[src/rtl/dtlb_pkg.sv]
// dtlb shared definitions: PTE bit positions, privilege and satp encodings,
// FSM state type and small helpers used by the TLB and the page-table walker.
package dtlb_pkg;

    localparam int PTE_VALID   = 0;
    localparam int PTE_READ    = 1;
    localparam int PTE_WRITE   = 2;
    localparam int PTE_EXECUTE = 3;
    localparam int PTE_USER    = 4;
    localparam int PTE_ACCESS  = 6;
    localparam int PTE_DIRTY   = 7;

    localparam logic [1:0] MSTATUS_MPP_USER       = 2'b00;
    localparam logic [1:0] MSTATUS_MPP_SUPERVISOR = 2'b01;
    localparam logic [1:0] MSTATUS_MPP_MACHINE    = 2'b11;

    localparam logic [3:0] SATP_MODE_BARE = 4'd0;
    localparam logic [3:0] SATP_MODE_SV39 = 4'd8;

    localparam int TAG_W = 27;

    typedef enum logic [1:0] {
        ST_IDLE = 2'd0,
        ST_MISS = 2'd1,
        ST_RESP = 2'd2
    } dtlb_state_e;

    function automatic logic [63:0] pte_paddr(input logic [63:0] pte,
                                              input logic [11:0] off);
        return {8'b0, pte[53:10], off};
    endfunction

endpackage

[src/rtl/dtlb_if.sv]
// dtlb client/walker bundle: lookup request/response plus the walk request
// and fill channel to the page-table walker.
interface dtlb_if;
    logic [63:0] req_vaddr;
    logic        req_valid;
    logic        req_is_store;
    logic        req_is_execute;
    logic        req_ready;
    logic [63:0] resp_paddr;
    logic        resp_page_fault;
    logic        resp_valid;
    logic [63:0] ptw_req_addr;
    logic        ptw_req_valid;
    logic        ptw_req_is_execute;
    logic        ptw_req_is_store;
    logic        ptw_fill;
    logic [26:0] ptw_fill_tag;
    logic [63:0] ptw_fill_pte;

    modport slave (
        input  req_vaddr, req_valid, req_is_store, req_is_execute,
        input  ptw_fill, ptw_fill_tag, ptw_fill_pte,
        output req_ready, resp_paddr, resp_page_fault, resp_valid,
        output ptw_req_addr, ptw_req_valid,
        output ptw_req_is_execute, ptw_req_is_store
    );

    modport master (
        output req_vaddr, req_valid, req_is_store, req_is_execute,
        output ptw_fill, ptw_fill_tag, ptw_fill_pte,
        input  req_ready, resp_paddr, resp_page_fault, resp_valid,
        input  ptw_req_addr, ptw_req_valid,
        input  ptw_req_is_execute, ptw_req_is_store
    );
endinterface

[src/rtl/dtlb_pte_perm_check.sv]
// Leaf PTE permission check: PTE + access type + privilege -> fault.
// Shared by the data and instruction TLB instances.
module dtlb_pte_perm_check (
    input  logic [63:0] pte_i,
    input  logic        is_store_i,
    input  logic        is_execute_i,
    input  logic [1:0]  mpp_i,
    output logic        fault_o
);
    import dtlb_pkg::*;

    logic is_load;
    logic unused_bits;

    assign is_load     = !is_store_i && !is_execute_i;
    assign unused_bits = ^{pte_i[63:8], pte_i[5]};

    // Any single violated rule faults the access.
    always_comb begin
        fault_o = !pte_i[PTE_VALID]
               || (is_load && !pte_i[PTE_READ])
               || (is_store_i && !pte_i[PTE_WRITE])
               || (is_execute_i && !pte_i[PTE_EXECUTE])
               || !pte_i[PTE_ACCESS]
               || (is_store_i && !pte_i[PTE_DIRTY])
               || (mpp_i == MSTATUS_MPP_SUPERVISOR && pte_i[PTE_USER])
               || (mpp_i == MSTATUS_MPP_USER && !pte_i[PTE_USER]);
    end
endmodule

[src/rtl/dtlb.sv]
// Fully-associative Sv39 TLB (4 KiB pages, no ASID) in front of the walker.
// Optional DTLB_PERF_EN adds saturating hit/miss counters.
module dtlb #(
    parameter int ENTRIES = 8,
    parameter int IDX_W   = 3
) (
    input  logic        clk,
    input  logic        rst,
    input  logic [1:0]  mpp,
    input  logic [63:0] satp,
    input  logic        sfence,
    dtlb_if.slave       bus
`ifdef DTLB_PERF_EN
    ,
    output logic [31:0] perf_hits,
    output logic [31:0] perf_misses
`endif
);
    import dtlb_pkg::*;

    dtlb_state_e state_q;
    logic        req_ready_q;
    logic        resp_valid_q;
    logic        resp_fault_q;
    logic [63:0] resp_paddr_q;
    logic [63:0] ptw_addr_q;
    logic        ptw_valid_q;
    logic        ptw_store_q;
    logic        ptw_exec_q;
    logic [11:0] off_q;
    logic        store_q;
    logic        exec_q;
    logic        flushed_q;

    logic [ENTRIES-1:0] valid_q;
    logic [TAG_W-1:0]   tag_q [ENTRIES];
    logic [63:0]        pte_q [ENTRIES];
    logic [IDX_W-1:0]   repl_q;

    logic             accept;
    logic             bypass;
    logic             hit;
    logic [IDX_W-1:0] hit_idx;
    logic             fmatch;
    logic [IDX_W-1:0] fidx;
    logic [IDX_W-1:0] widx;
    logic             install;
    logic             in_miss;
    logic [63:0]      chk_pte;
    logic             chk_store;
    logic             chk_exec;
    logic [11:0]      chk_off;
    logic             chk_fault;
    logic [63:0]      chk_paddr;
    logic             unused_satp;

    assign unused_satp = ^satp[59:0];

    assign accept = state_q == ST_IDLE && bus.req_valid && req_ready_q;
    assign bypass = satp[63:60] == SATP_MODE_BARE
                 || mpp == MSTATUS_MPP_MACHINE;
    assign in_miss = state_q == ST_MISS;

    // Tag compare for the incoming lookup and for the fill tag.
    always_comb begin
        hit     = 1'b0;
        hit_idx = '0;
        fmatch  = 1'b0;
        fidx    = '0;
        for (int i = 0; i < ENTRIES; i++) begin
            if (valid_q[i] && tag_q[i] == bus.req_vaddr[38:12]) begin
                hit     = 1'b1;
                hit_idx = IDX_W'(i);
            end
            if (valid_q[i] && tag_q[i] == bus.ptw_fill_tag) begin
                fmatch = 1'b1;
                fidx   = IDX_W'(i);
            end
        end
    end

    // One checker serves both the hit path and the fill path.
    assign chk_pte   = in_miss ? bus.ptw_fill_pte : pte_q[hit_idx];
    assign chk_store = in_miss ? store_q : bus.req_is_store;
    assign chk_exec  = in_miss ? exec_q : bus.req_is_execute;
    assign chk_off   = in_miss ? off_q : bus.req_vaddr[11:0];
    assign chk_paddr = chk_fault ? 64'd0 : pte_paddr(chk_pte, chk_off);

    dtlb_pte_perm_check u_chk (
        .pte_i        (chk_pte),
        .is_store_i   (chk_store),
        .is_execute_i (chk_exec),
        .mpp_i        (mpp),
        .fault_o      (chk_fault)
    );

    assign install = in_miss && bus.ptw_fill
                  && bus.ptw_fill_pte[PTE_VALID]
                  && !sfence && !flushed_q;
    assign widx = fmatch ? fidx : repl_q;

    // Lookup FSM with registered handshake, response and walk outputs.
    always_ff @(posedge clk) begin
        if (rst) begin
            state_q      <= ST_IDLE;
            req_ready_q  <= 1'b0;
            resp_valid_q <= 1'b0;
            resp_fault_q <= 1'b0;
            resp_paddr_q <= '0;
            ptw_valid_q  <= 1'b0;
            ptw_addr_q   <= '0;
            ptw_store_q  <= 1'b0;
            ptw_exec_q   <= 1'b0;
            off_q        <= '0;
            store_q      <= 1'b0;
            exec_q       <= 1'b0;
            flushed_q    <= 1'b0;
        end else begin
            unique case (state_q)
                ST_IDLE: begin
                    req_ready_q  <= 1'b1;
                    resp_valid_q <= 1'b0;
                    if (accept) begin
                        req_ready_q <= 1'b0;
                        off_q       <= bus.req_vaddr[11:0];
                        store_q     <= bus.req_is_store;
                        exec_q      <= bus.req_is_execute;
                        flushed_q   <= 1'b0;
                        if (bypass) begin
                            state_q      <= ST_RESP;
                            resp_valid_q <= 1'b1;
                            resp_paddr_q <= bus.req_vaddr;
                            resp_fault_q <= 1'b0;
                        end else if (hit) begin
                            state_q      <= ST_RESP;
                            resp_valid_q <= 1'b1;
                            resp_paddr_q <= chk_paddr;
                            resp_fault_q <= chk_fault;
                        end else begin
                            state_q     <= ST_MISS;
                            ptw_valid_q <= 1'b1;
                            ptw_addr_q  <= bus.req_vaddr;
                            ptw_store_q <= bus.req_is_store;
                            ptw_exec_q  <= bus.req_is_execute;
                        end
                    end
                end
                ST_MISS: begin
                    if (sfence) begin
                        flushed_q <= 1'b1;
                    end
                    if (bus.ptw_fill) begin
                        ptw_valid_q  <= 1'b0;
                        state_q      <= ST_RESP;
                        resp_valid_q <= 1'b1;
                        resp_paddr_q <= chk_paddr;
                        resp_fault_q <= chk_fault;
                    end
                end
                ST_RESP: begin
                    resp_valid_q <= 1'b0;
                    req_ready_q  <= 1'b1;
                    state_q      <= ST_IDLE;
                end
                default: begin
                    state_q <= ST_IDLE;
                end
            endcase
        end
    end

    // Valid bits and replacement pointer; sfence wins over a fill.
    always_ff @(posedge clk) begin
        if (rst) begin
            valid_q <= '0;
            repl_q  <= '0;
        end else begin
            if (sfence) begin
                valid_q <= '0;
            end else if (install) begin
                valid_q[widx] <= 1'b1;
            end
            if (install && !fmatch) begin
                repl_q <= repl_q + 1'b1;
            end
        end
    end

    // Entry payload needs no reset: it is qualified by the valid bits.
    always_ff @(posedge clk) begin
        if (install) begin
            tag_q[widx] <= bus.ptw_fill_tag;
            pte_q[widx] <= bus.ptw_fill_pte;
        end
    end

`ifdef DTLB_PERF_EN
    logic [31:0] hits_q;
    logic [31:0] misses_q;

    // Saturating counters for translated (non-bypass) lookups.
    always_ff @(posedge clk) begin
        if (rst) begin
            hits_q   <= '0;
            misses_q <= '0;
        end else if (accept && !bypass) begin
            if (hit && hits_q != 32'hFFFF_FFFF) begin
                hits_q <= hits_q + 32'd1;
            end
            if (!hit && misses_q != 32'hFFFF_FFFF) begin
                misses_q <= misses_q + 32'd1;
            end
        end
    end

    assign perf_hits   = hits_q;
    assign perf_misses = misses_q;
`endif

    assign bus.req_ready          = req_ready_q;
    assign bus.resp_valid         = resp_valid_q;
    assign bus.resp_paddr         = resp_paddr_q;
    assign bus.resp_page_fault    = resp_fault_q;
    assign bus.ptw_req_valid      = ptw_valid_q;
    assign bus.ptw_req_addr       = ptw_addr_q;
    assign bus.ptw_req_is_store   = ptw_store_q;
    assign bus.ptw_req_is_execute = ptw_exec_q;
endmodule

[src/flat_wrapper.sv]
// flat-port wrapper written by rule: the top's interface ports become plain ports
module dtlb_flat import dtlb_pkg::*;
#(
    parameter int ENTRIES = 8,
    parameter int IDX_W   = 3
)
  (clk, rst, mpp, satp, sfence, bus_req_vaddr, bus_req_valid, bus_req_is_store, bus_req_is_execute, bus_ptw_fill, bus_ptw_fill_tag, bus_ptw_fill_pte, bus_req_ready, bus_resp_paddr, bus_resp_page_fault, bus_resp_valid, bus_ptw_req_addr, bus_ptw_req_valid, bus_ptw_req_is_execute, bus_ptw_req_is_store);
  dtlb_if bus_i ();
  input  logic clk;
  input  logic rst;
  input  logic [1:0] mpp;
  input  logic [63:0] satp;
  input  logic sfence;
  input wire logic [$bits(bus_i.req_vaddr)-1:0] bus_req_vaddr;
  input wire logic [$bits(bus_i.req_valid)-1:0] bus_req_valid;
  input wire logic [$bits(bus_i.req_is_store)-1:0] bus_req_is_store;
  input wire logic [$bits(bus_i.req_is_execute)-1:0] bus_req_is_execute;
  input wire logic [$bits(bus_i.ptw_fill)-1:0] bus_ptw_fill;
  input wire logic [$bits(bus_i.ptw_fill_tag)-1:0] bus_ptw_fill_tag;
  input wire logic [$bits(bus_i.ptw_fill_pte)-1:0] bus_ptw_fill_pte;
  output wire logic [$bits(bus_i.req_ready)-1:0] bus_req_ready;
  output wire logic [$bits(bus_i.resp_paddr)-1:0] bus_resp_paddr;
  output wire logic [$bits(bus_i.resp_page_fault)-1:0] bus_resp_page_fault;
  output wire logic [$bits(bus_i.resp_valid)-1:0] bus_resp_valid;
  output wire logic [$bits(bus_i.ptw_req_addr)-1:0] bus_ptw_req_addr;
  output wire logic [$bits(bus_i.ptw_req_valid)-1:0] bus_ptw_req_valid;
  output wire logic [$bits(bus_i.ptw_req_is_execute)-1:0] bus_ptw_req_is_execute;
  output wire logic [$bits(bus_i.ptw_req_is_store)-1:0] bus_ptw_req_is_store;
  assign bus_i.req_vaddr = bus_req_vaddr;
  assign bus_i.req_valid = bus_req_valid;
  assign bus_i.req_is_store = bus_req_is_store;
  assign bus_i.req_is_execute = bus_req_is_execute;
  assign bus_i.ptw_fill = bus_ptw_fill;
  assign bus_i.ptw_fill_tag = bus_ptw_fill_tag;
  assign bus_i.ptw_fill_pte = bus_ptw_fill_pte;
  assign bus_req_ready = bus_i.req_ready;
  assign bus_resp_paddr = bus_i.resp_paddr;
  assign bus_resp_page_fault = bus_i.resp_page_fault;
  assign bus_resp_valid = bus_i.resp_valid;
  assign bus_ptw_req_addr = bus_i.ptw_req_addr;
  assign bus_ptw_req_valid = bus_i.ptw_req_valid;
  assign bus_ptw_req_is_execute = bus_i.ptw_req_is_execute;
  assign bus_ptw_req_is_store = bus_i.ptw_req_is_store;
  dtlb #(.ENTRIES(ENTRIES), .IDX_W(IDX_W)) u_core (.clk(clk), .rst(rst), .mpp(mpp), .satp(satp), .sfence(sfence), .bus(bus_i));
endmodule
[config.mk]
export PLATFORM = sky130hd
export DESIGN_NAME = dtlb_flat
export DESIGN_NICKNAME = d
export VERILOG_FILES = /design/src/rtl/dtlb_pkg.sv /design/src/rtl/dtlb_if.sv /design/src/rtl/dtlb_pte_perm_check.sv /design/src/rtl/dtlb.sv /design/src/flat_wrapper.sv
export SDC_FILE = /design/constraint.sdc
export NUM_CORES = 2
export LEC_CHECK = 0
export CAP_MARGIN = 20
export CORE_MARGIN = 4
export CORE_UTILIZATION = 55
export DETAILED_ROUTE_END_ITERATION = 8
export DONT_BUFFER_PORTS = 1
export PLACE_DENSITY = 0.77
export SLEW_MARGIN = 25
export SYNTH_ARGS = -nofsm -noshare
export SYNTH_HDL_FRONTEND = slang
export SYNTH_SLANG_ARGS = --single-unit
[constraint.sdc]
create_clock -name clk -period 10.4 [get_ports clk]
set_clock_uncertainty 0.15 [all_clocks]
set_input_delay 1.56 -clock clk [delete_from_list [all_inputs] [get_ports clk]]
set_output_delay 1.56 -clock clk [all_outputs]
set_load 0.05 [all_outputs]
==> metrics.txt <==
crit end category=flip-flop; # diodes=0; ys async rst share=0; Power per Cell Area=180 nW/µm²; slowest stage delay, CP=820 ps; Routed WL=99700 µm; post-route cell area=38000 µm²; max cap viols=0; first-pass GRT wire length=146000 µm; hold_sp=u_core.exec_q; Worst Max-Slew Pin Slew=1030 ps; area share of and/or/nand/nor cells after synthesis=0.140; Final Core Density=0.611; Die Area=67400 µm²; vias in the first global route=23104; period utilization=0.565; WHS Endpoint=u_core.exec_q; CTS tree=done; Die Height=260 µm; Setup crit start kind=input pin; I/O Pins=roughly 360; Critical Path Fanout Max=89; Post-synth top cells=624 x edfxtp_1, 370 x nand2_1, 225 x xnor2_1; wire length per cell=roughly 27 µm; PostCTS Resize Cnt=0; Worst-path clk slew=60 ps; dpl ws=3620 ps; CTS Hold Bufs=0; Max Fclk=170 MHz; Mapped Area=between 30000 and 40000 µm²; Post-DRT Antenna Nets=0; worst vdd ir=around 0.00013 V; area fraction of the dominant cell type after synthesis=0.538; ys flop type=edfxtp_1; Reg2Reg Launch Point=u_core.tag_q[2][6]; Adder-Cell Fraction of Synth Area=0.00144; syn_nets=3079; Pleak=12.7 nW; flop2flop setup slack=5000 ps; RSZ-0062 raised after global routing=no; critical path class=in2reg; Port Buf Inserts=0; largest net degree at the start of global routing=157; Cell Area, Placed=35400 µm²; Max clock buf depth=3; CTS Sinks=786; Crit path top cell by count=buf_4; clock insertion delay at the later pin of the skew report=between 600 and 700 ps; CP Data Required Time=10790 ps; Ys Warns=0; initial antenna violation count=4; Critical Path AT=6260 ps; Std-Cell Rows=a little over 90; post-CTS setup buffer count=0; Starting Density=0.560; gp weighted congestion=0.969; Slew Limit Fails=0; final setup vio count=0; fraction of the yosys area taken by sequential cells=0.631; TNS Setup=0 ps; Relative slew margins=0.306; RR Endpoint=u_core.bus.resp_paddr[26]; status=completed; Hold Violations, Final=0; slowest stage cell on the critical path=buf_4; Die Wd=260 µm; r2r worst-path depth=13; number of buffers created by CTS=80; share of layout cells above drive strength 1=0.0692; total number of vias=23699; final worst slack=4520 ps; hold path depth=2; mux contribution to synthesized area=0.0247; Total Nets Final=3000; post-DP HPWL=59800 µm; fillers=4711; iteration count of the initial detailed-routing pass=6; largest family of logic cells by synthesized area=simple AND/OR/NAND/NOR gates; HP Class=reg2reg; GRT Total Usage=0.288; post-synthesis compound-gate area fraction=0.0688; Post-Syn Instances=between 2000 and 3000; most common cell in the netlist=edfxtp_1; CORE AREA=62200 µm²; Final Critical Period=5880 ps; DRC=0; CTS H-tree lvls=3; Crit path max-delay family=compound AO/OA/AOI/OAI gates; Avg Cell Area, Syn=12.2 µm²; cell chain of the critical path=xnor2_1, nand4bb_1, nor4_1, nand4_1, a311o_1, a31oi_4, buf_4, buf_4, a211o_1, nand3_1, o211ai_1, o21ai_0, o22ai_1; Root Driver=clkbuf_16; total grt overflow=0; number of flops mapped to enable cells by yosys=624; Detailed Route Iter0 Violations=3255; worst path buffer plus inverter count=2; P&R area growth vs syn=9.01%; synthesized flop and latch total=786; Synth Area in XOR/XNOR=0.109; DR vias/cell=6.46; area leader, netlist=edfxtp_1; synth top area cells=edfxtp_1 54%, dfxtp_1 9.3%, xnor2_1 5.7%; Netlist cell types=64
report_power, final:
part	leakage, nW	internal (mW)	switching [mW]
clock	1.26	1.61	1.20
sequential	6.92	3.44	0.195
combinational	4.49	0.148	0.238
total	12.7	5.20	1.63
stage by stage:
stage	total power [mW]	instances	hold WS, ps
finish	6.83	3669	307
detailed placement	4.09	3522	296
global placement	4.07	3522	288
floorplan	4.02	2847	286
CTS	6.85	3668	304
global route	7.02	3669	324
metal layers:
| metal | part of all wire | GRT usage | vias to the layer above | routed length [µm] |
|---|---|---|---|---|
| li1 | - | - | 10263 | - |
| met1 | 0.37 | 0.377 | 11627 | 37000 |
| met2 | 0.46 | 0.460 | 1546 | 46300 |
| met3 | 0.13 | 0.0843 | 261 | 12600 |
| met4 | 0.037 | 0.103 | 2 | 3710 |
| met5 | 0.00011 | 0 | - | 11 |
how the worst max path moves through the flow:
stage | from | end | slack [ps] | cells past startpoint
finish | bus_req_vaddr[27] | u_core.bus.resp_paddr[26] | 4520 | 13
global route | bus_req_vaddr[36] | u_core.bus.resp_paddr[26] | 4300 | 13
CTS | bus_req_vaddr[27] | u_core.bus.resp_paddr[20] | 4260 | 12
detailed placement | bus_req_vaddr[27] | u_core.bus.resp_paddr[43] | 3620 | 12
global placement | bus_req_vaddr[27] | u_core.bus.resp_paddr[1] | 3740 | 12
floorplan | bus_ptw_fill_tag[6] | u_core.pte_q[2][0] | 970 | 9
layout make-up:
type                       count  area, µm²  area share
inverter                       7       27.5    0.000725
clock inverter                25        218     0.00574
sequential                   786      22000       0.579
clock buffer                 121       2340      0.0616
multi-input combinational   1862      12100       0.318
timing repair buffer          31        256     0.00676
tap                          837       1050      0.0276
state kept, by name, indices dropped and copies added (netlist names), 2 cells and up:
signal and count:
u_core.bus.ptw_req_addr 64, u_core.bus.resp_paddr 64, u_core.off_q 12, u_core.pte_q 408
u_core.repl_q 3, u_core.state_q 2, u_core.tag_q 216, u_core.valid_q 8
worst min-delay path, stage by stage, from the launching register on:
cell	delay (ps)
dfxtp_1	310
nand2_1	50
a21oi_1	50
cells in the final DEF, fill, tap and decap left out, types with 8 or more instances in the layout:
master,count
nor2_1,107
nor4_2,11
nor3_1,8
o21ai_0,91
edfxtp_1,624
a211o_1,45
nand2_1,370
xnor2_1,225
nor4b_1,11
nand4_1,90
and2_0,17
clkinv_2,13
clkbuf_1,26
buf_4,29
mux2i_1,86
clkbuf_16,83
and3_1,48
nor4_1,88
nor3_2,8
a221oi_2,10
and2_1,28
o211ai_1,51
o21a_1,8
xor2_1,208
a21oi_1,76
clkbuf_8,12
nand4b_1,8
o22ai_1,47
nand3_1,147
dfxtp_1,162
cells by family (layout without fill, tap and decap cells):
kind of cell | after synthesis | count (layout)
DFF | 786 | 786
adders and majority gates | 4 | 4
and+or+nand+nor | 980 | 980
muxes | 86 | 86
AOI/OAI and AO/OA | 359 | 359
xor gates and xnor gates | 433 | 433
buffers and inverters | 199 | 184
(Power assumes the default switching activity.)
